$ cat src/rtl/ram_refresh_pkg.sv
// Shared types and default timing for the CAS-before-RAS refresh sequencer.
// Phase lengths are in FSB clock cycles.
package ram_refresh_pkg;

   typedef enum logic [1:0] {
      IDLE,
      CAS,
      RAS,
      PRE
   } state_t;

   localparam int DEF_TCSR  = 1;
   localparam int DEF_TRAS  = 3;
   localparam int DEF_TRP   = 2;
   localparam int DEF_MISSW = 8;

   function automatic int timer_width(input int a, input int b, input int c);
      int m;
      m = a;
      if (b > m) m = b;
      if (c > m) m = c;
      return (m > 1) ? $clog2(m) : 1;
   endfunction

endpackage

$ cat src/rtl/ram_ref_phase_timer.sv
// Loadable down-counter timing one refresh phase.
// tc is high while the count sits at zero.
module ram_ref_phase_timer #(
   parameter int W = 2
) (
   input  logic         clk,
   input  logic         rst_n,
   input  logic         load,
   input  logic [W-1:0] load_val,
   output logic         tc
);

   logic [W-1:0] cnt;

   always_ff @(posedge clk) begin
      if (!rst_n) begin
         cnt <= '0;
      end else if (load) begin
         cnt <= load_val;
      end else if (cnt != '0) begin
         cnt <= cnt - 1'b1;
      end
   end

   assign tc = (cnt == '0);

endmodule

$ cat src/rtl/ram_refresh_seq.sv
// CAS-before-RAS refresh sequencer: one refresh per request window,
// opportunistic on an idle bus, forced under RefUrg, misses counted.
module ram_refresh_seq
   import ram_refresh_pkg::*;
#(
   parameter int TCSR  = DEF_TCSR,
   parameter int TRAS  = DEF_TRAS,
   parameter int TRP   = DEF_TRP,
   parameter int MISSW = DEF_MISSW
) (
   input  logic             CLK,
   input  logic             nRES,
   input  logic             RefReq,
   input  logic             RefUrg,
   input  logic             BACT,
   input  logic             RAMCS,
   output logic             RAMHold,
   output logic             nRAS,
   output logic             nCAS,
   output logic             RefBusy,
   output logic             RefMiss,
   output logic [MISSW-1:0] MissCnt
);

   localparam int TW = timer_width(TCSR, TRAS, TRP);

   state_t        state;
   state_t        state_n;
   logic          req_r;
   logic          pend;
   logic          rise;
   logic          fall;
   logic          bus_free;
   logic          start;
   logic          miss;
   logic          load;
   logic [TW-1:0] load_val;
   logic          tc;

   assign rise = RefReq & ~req_r;
   assign fall = ~RefReq & req_r;

   // Under urgency only a RAM cycle blocks; otherwise wait for a quiet bus.
   assign bus_free = RefUrg ? ~(BACT & RAMCS) : ~BACT;
   assign start    = (state == IDLE) & pend & bus_free;
   assign miss     = fall & pend & ~start;

   ram_ref_phase_timer #(
      .W(TW)
   ) u_timer (
      .clk      (CLK),
      .rst_n    (nRES),
      .load     (load),
      .load_val (load_val),
      .tc       (tc)
   );

   always_comb begin
      state_n  = state;
      load     = 1'b0;
      load_val = '0;
      unique case (state)
         IDLE: begin
            if (start) begin
               state_n  = CAS;
               load     = 1'b1;
               load_val = TW'(TCSR - 1);
            end
         end
         CAS: begin
            if (tc) begin
               state_n  = RAS;
               load     = 1'b1;
               load_val = TW'(TRAS - 1);
            end
         end
         RAS: begin
            if (tc) begin
               state_n  = PRE;
               load     = 1'b1;
               load_val = TW'(TRP - 1);
            end
         end
         PRE: begin
            if (tc) state_n = IDLE;
         end
         default: state_n = IDLE;
      endcase
   end

   always_ff @(posedge CLK) begin
      if (!nRES) begin
         state   <= IDLE;
         req_r   <= 1'b0;
         pend    <= 1'b0;
         RAMHold <= 1'b0;
         nRAS    <= 1'b1;
         nCAS    <= 1'b1;
         RefBusy <= 1'b0;
         RefMiss <= 1'b0;
         MissCnt <= '0;
      end else begin
         state   <= state_n;
         req_r   <= RefReq;
         RAMHold <= pend & RefUrg;
         RefMiss <= miss;
         if (rise) begin
            pend <= 1'b1;
         end else if (start || miss) begin
            pend <= 1'b0;
         end
         if (miss && (MissCnt != '1)) begin
            MissCnt <= MissCnt + 1'b1;
         end
         // Strobes follow the next state so they leave the flops clean.
         nCAS    <= ~((state_n == CAS) || (state_n == RAS));
         nRAS    <= ~(state_n == RAS);
         RefBusy <= (state_n != IDLE);
      end
   end

endmodule
$ cat config.mk
export PLATFORM = sky130hd
export DESIGN_NAME = ram_refresh_seq
export DESIGN_NICKNAME = d
export VERILOG_FILES = /design/src/rtl/ram_refresh_pkg.sv /design/src/rtl/ram_ref_phase_timer.sv /design/src/rtl/ram_refresh_seq.sv
export SDC_FILE = /design/constraint.sdc
export NUM_CORES = 1
export LEC_CHECK = 0
export CAP_MARGIN = 10
export CORE_MARGIN = 8
export CORE_UTILIZATION = 40
export DETAILED_ROUTE_END_ITERATION = 6
export SKIP_LAST_GASP = 1
export SYNTH_ARGS = -nofsm -noshare
export SYNTH_HDL_FRONTEND = slang
export SYNTH_SLANG_ARGS = --single-unit
$ cat constraint.sdc
create_clock -name CLK -period 4.4 [get_ports CLK]
set_input_delay 1.32 -clock CLK [delete_from_list [all_inputs] [get_ports CLK]]
set_output_delay 1.32 -clock CLK [all_outputs]
set_load 0.005 [all_outputs]
# Yosys cells after proc, flatten, opt, wreduce, memory -nomap -nowiden
# Cells that the tools add are included.
# classes
eq_ne	6
n_reduce_logical	10
bitwise	15
addsub	2
muxes	16
# ops
cell	n
2-to-1 mux 2 bit	7
adder 8 x 1 -> 8 bit (second input constant)	1
AND 1 bit	8
inequality test 8 bit (second input constant)	1
case mux 2 bit (4 select lines)	1
nonzero test 2 bit	4
NOT 1 bit	7
equality test 2 bit (second input constant)	3
2-to-1 mux 1 bit	6
equality test 2 x 1 -> 1 bit (second input constant)	2
zero test 2 bit	2
case mux 2 bit (2 select lines)	1
logical OR 1 bit	2
case mux 1 bit (2 select lines)	1
OR reduction 2 bit	1
subtractor 2 x 1 -> 2 bit (second input constant)	1
logical AND 1 bit	1
# totals
wordCells	59
out_inout_bits	13
in_bits	6
ff_bits	19

# Longest topological paths before layout
# logic_depth
ltp_word	9
mapped_depth	9
mapped_depth_nobuf	8

# Cells and area by module
# From an unflattened synthesis, not the netlist that was laid out.
# hier_totals
hier_cells	115
hier_area_um2	1063.5
# by_module_without_submodules
mod	n_inst	area_per_inst_um2	seq_area_each_um2	cells_each
ram_refresh_seq	1	939.7	340.3	102
ram_ref_phase_timer	1	123.9	40.0	13

# Worst setup path after synthesis
# No wires, ideal clock.
# synth_path
kind	input-to-reg
startpoint	input RAMCS
endpoint	register nCAS
required_time_ns	4.275
path_buffers	0
setup_time_ns	0.125
stages	6
setup_slack_ns	2.017
arrival_ns	2.258
cell_sequence	nand2b_1 a21o_1 a21oi_1 o21ai_0 ha_1 nand2_1
# synth_via
elab_chain_len	9
elab_cells_between_ends	10
cone_classes	eq/ne: 2; mux: 3; bitwise: 4; reduce/logical: 1
# synth_rtl
item	line_no	source
start, declared	ram_refresh_seq.sv:16	input logic RAMCS,
AND 1 bit *	ram_refresh_seq.sv:44	assign bus_free = RefUrg ? ~(BACT & RAMCS) : ~BACT;
NOT 1 bit *	ram_refresh_seq.sv:44	
2-to-1 mux 1 bit *	ram_refresh_seq.sv:44	
AND 1 bit *	ram_refresh_seq.sv:45	assign start = (state == IDLE) & pend & bus_free;
2-to-1 mux 2 bit *	ram_refresh_seq.sv:64	if (start) begin
case mux 2 bit (4 select lines) *	ram_refresh_seq.sv:62	unique case (state)
equality test 2 x 1 -> 1 bit / equality test 2 bit (equally long branches)	ram_refresh_seq.sv:116	nCAS <= ~((state_n == CAS) || (state_n == RAS));
logical OR 1 bit *	ram_refresh_seq.sv:116	
NOT 1 bit *	ram_refresh_seq.sv:116	
end signal, assigned	ram_refresh_seq.sv:116	
end, declared	ram_refresh_seq.sv:19	output logic nCAS,
# Every way passes the cells marked *; elsewhere a longest branch is shown, timed or not.
# A chain may end at the register's enable or synchronous reset.

# Worst setup path after layout
# layout_path
startpoint	input BACT
endpoint	register MissCnt[3]
# layout_via
elab_chain_len	7
elab_cells_between_ends	8
cone_classes	mux: 1; bitwise: 6; reduce/logical: 1
# layout_rtl
item	line_no	source
start, declared	ram_refresh_seq.sv:15	input logic BACT,
AND 1 bit	ram_refresh_seq.sv:44	
NOT 1 bit	ram_refresh_seq.sv:44	
2-to-1 mux 1 bit *	ram_refresh_seq.sv:44	
AND 1 bit *	ram_refresh_seq.sv:45	
NOT 1 bit *	ram_refresh_seq.sv:46	assign miss = fall & pend & ~start;
AND 1 bit *	ram_refresh_seq.sv:46	
logical AND 1 bit *	ram_refresh_seq.sv:112	if (miss && (MissCnt != '1)) begin
end signal, assigned	ram_refresh_seq.sv:113	MissCnt <= MissCnt + 1'b1;
end, declared	ram_refresh_seq.sv:22	output logic [MISSW-1:0] MissCnt
# Marked as above.

==> impl_metrics.py <==
metrics = {
    "status": {
        "outcome": "finished clean",
    },
    "routing": {
        "met3_length_um": 124,
        "met2_length_um": 998,
        "dr.pass1.iters": 4,
        "via_per_inst": 5.51,
        "drc": 0,
        "drtAntennaViolNets": 0,
        "vias": 892,
        "drt-wirelength-per-cell_um": 13.1,
        "drt_iter0_drc": 65,
        "wirelength_met1_um": 977,
        "route.top_layer_used": "met4",
        "wirelength_mm": 2.12,
    },
    "global_routing": {
        "overflow": 0,
        "grt_max_degree": 16,
        "antenna_found_initial": 0,
        "grt_pass1_wl_mm": 3.46,
        "grt_usage": 0.0986,
        "grt_pass1_vias": 788,
    },
    "cts": {
        "clk_path_buf_depth": 2,
        "clkLatencyLatePin_ps": 300,
        "cts_buffers": 3,
        "path_clk_slew_ps": 110,
        "htree_num_levels": 1,
        "postCtsResizedCells": 0,
        "clock-sinks": 19,
        "cts_tree": "done",
        "ctsRootBufferMaster": "clkbuf_4",
        "post_cts.repair.setup_buffers": 0,
        "cts_hold_buffers": 0,
    },
    "placement": {
        "io_buffers": 18,
        "placed_area_mm2": 0.00123,
        "gp_congestion": 0.720,
        "hpwl_mm": 1.56,
    },
    "setup_path": {
        "start_kind": "input port",
        "path_max_fanout": 15,
        "reg2reg_depth": 6,
        "worstPathRequired_ps": 4630,
        "crit_buf_inv": 1,
        "critical_path.max_stage_delay_ps": 550,
        "cpLargestDelayFamily": "simple AND/OR/NAND/NOR gates",
        "end_kind": "flop",
        "critical_path_arrival_ps": 2930,
        "crit_chain": "clkdlybuf4s50_1 > or2b_2 > nand4_4 > or4_1 > a21oi_1",
        "cpMaxStageDelayCell": "or4_1",
        "crit_type": "in -> reg",
        "cp_num_cells": 5,
    },
    "yosys": {
        "ys_seq_elements": 19,
        "synthFlopType": "dfxtp_1",
        "syn_nets": 130,
        "yosysUniqueCellTypes": 38,
        "synth-edff-count": 0,
        "ys_warn_count": 0,
        "syn_avg_cell_area_um2": 9.03,
        "syn_area_mm2": 0.00103,
        "syn_inst": 114,
        "synthArstFlopShare": 0,
        "ys_seq_area_frac": 0.369,
    },
    "cells_and_area": {
        "stdcell_area_mm2": 0.00126,
        "fillers": 237,
        "areaGrowthSynthToFinish_pct": 22.4,
        "antenna_cells": 0,
        "finalNetCount": 149,
        "fin_util": 0.513,
        "layout-drive-gt1-share": 0.0606,
    },
    "timing": {
        "fmax_ghz": 0.371,
        "rsz0062_at_grt": "false",
        "tightest_slew_ps": 639,
        "min_period_ps": 2690,
        "fin_skew_ps": 2.46,
        "min_period_over_period": 0.612,
        "maxSlewViolCount": 0,
        "hold_viol_final": 0,
        "setup_viol": 0,
        "setup_tns_ps": 0,
        "relSlewSlack": 0.572,
    },
    "power": {
        "p_int_w": 0.000361,
        "clockPowerShare": 0.158,
        "p_comb_frac": 0.452,
        "power_frac_seq": 0.390,
        "power_leakage_nw": 0.461,
        "p_per_area_mw_per_mm2": 452,
        "irDropWorstVdd_mv": 0.264,
        "power_w": 0.000570,
        "switchingPower_w": 0.000208,
        "p_sw_frac": 0.366,
    },
    "job": {
        "maxCapViolCount": 0,
    },
    "floorplan": {
        "coreArea_mm2": 0.00245,
        "die_area_mm2": 0.00445,
        "num_rows": 18,
        "initial_core_util": 0.419,
        "io_pins": 19,
        "dieHeight_um": 66.7,
        "die_x_um": 66.7,
    },
    "worst_hold_path": {
        "hp-class": "reg -> reg",
        "whs_path_depth": 2,
    },
}
[layout by cell type (no fill, tap or decap), types with 2 or more instances in the layout]
cell type | netlist | routed
or3_1 | 2 | 2
nand2b_1 | 3 | 3
o41ai_1 | 2 | 2
inv_1 | 7 | 7
dfxtp_1 | 19 | 19
nor2_1 | 9 | 9
clkbuf_4 | 0 | 3
nor2b_1 | 2 | 2
a21oi_1 | 6 | 6
o211ai_1 | 2 | 2
nand3_1 | 5 | 5
mux2i_1 | 2 | 2
a211oi_1 | 2 | 2
o31ai_1 | 3 | 3
a21o_1 | 2 | 2
nand2_1 | 9 | 9
clkdlybuf4s50_1 | 0 | 18
o21ai_0 | 3 | 3
or4_1 | 3 | 3
ha_1 | 10 | 10
[per-layer routing]
metal,track usage,vias up
met5,0,-
met4,0.0320,0
met3,0.0369,2
met2,0.171,13
met1,0.107,426
li1,-,451
[per-stage QoR]
stage | hold WS, ps | setup slack (ps) | instances
2_1_floorplan | 475 | 2020 | 114
3_3_place_gp | 483 | 1450 | 158
3_5_place_dp | 489 | 1420 | 158
4_1_cts | 512 | 1730 | 162
5_1_grt | 532 | 1630 | 162
6_report | 511 | 1710 | 162
[cell type report]
type                            count  area, um2  area share
Multi-Input combinational cell     83        602       0.478
Sequential cell                    19        380       0.302
Timing Repair Buffer               19        188       0.149
Tap cell                           30       37.5      0.0298
Clock buffer                        4       26.3      0.0209
Inverter                            7       26.3      0.0209
[worst paths after layout]
path,start,to,slack (ps)
setup reg to reg,state[1],MissCnt[3],2430
hold reg to reg,MissCnt[5],MissCnt[5],510
hold / removal,MissCnt[5],MissCnt[5],510
setup / recovery,BACT,MissCnt[3],1710
[sequential cells by signal, summed over array words and instances, names as in the netlist]
name / count
state: 2
RAMHold: 1
MissCnt: 8
req_r: 1
pend: 1
nCAS: 1
u_timer.cnt: 2
RefMiss: 1
nRAS: 1
RefBusy: 1
[Yosys cell counts, types with 2 or more instances]
| master | count | share of area |
|---|---|---|
| a211oi_1 | 2 | 0.015 |
| a21o_1 | 2 | 0.015 |
| a21oi_1 | 6 | 0.029 |
| buf_2 | 2 | 0.0097 |
| clkbuf_1 | 3 | 0.011 |
| dfxtp_1 | 19 | 0.37 |
| ha_1 | 10 | 0.12 |
| inv_1 | 7 | 0.026 |
| mux2i_1 | 2 | 0.019 |
| nand2_1 | 9 | 0.033 |
| nand2b_1 | 3 | 0.018 |
| nand3_1 | 5 | 0.024 |
| nor2_1 | 9 | 0.033 |
| nor2b_1 | 2 | 0.012 |
| o211ai_1 | 2 | 0.015 |
| o21ai_0 | 3 | 0.015 |
| o31ai_1 | 3 | 0.022 |
| o41ai_1 | 2 | 0.017 |
| or3_1 | 2 | 0.012 |
| or4_1 | 3 | 0.022 |
[worst min-delay path, stage by stage, from the launching register on]
cell and delay [ps]:
dfxtp_1 360, nand2_1 60, mux2i_1 50
[cell families (layout without fill, tap and decap cells)]
kind of cell | count (synthesis) | after routing | share of synthesized area
AOI/OAI and AO/OA | 27 | 27 | 0.186
adders and majority gates | 11 | 11 | 0.131
buffers and inverters | 12 | 30 | 0.0462
DFF | 19 | 19 | 0.369
muxes | 3 | 3 | 0.0304
and+or+nand+nor | 42 | 42 | 0.237
[power by group through the flow]
stage               Clock (W)  Combinational [W]  Sequential [W]
detailed placement          0           0.000260        0.000226
global route         0.000101           0.000302        0.000227
CTS                 0.0000926           0.000262        0.000222
floorplan                   0           0.000194        0.000223
finish              0.0000898           0.000258        0.000222
global placement            0           0.000256        0.000224
Note: power is estimated with default switching activity, not from simulation.
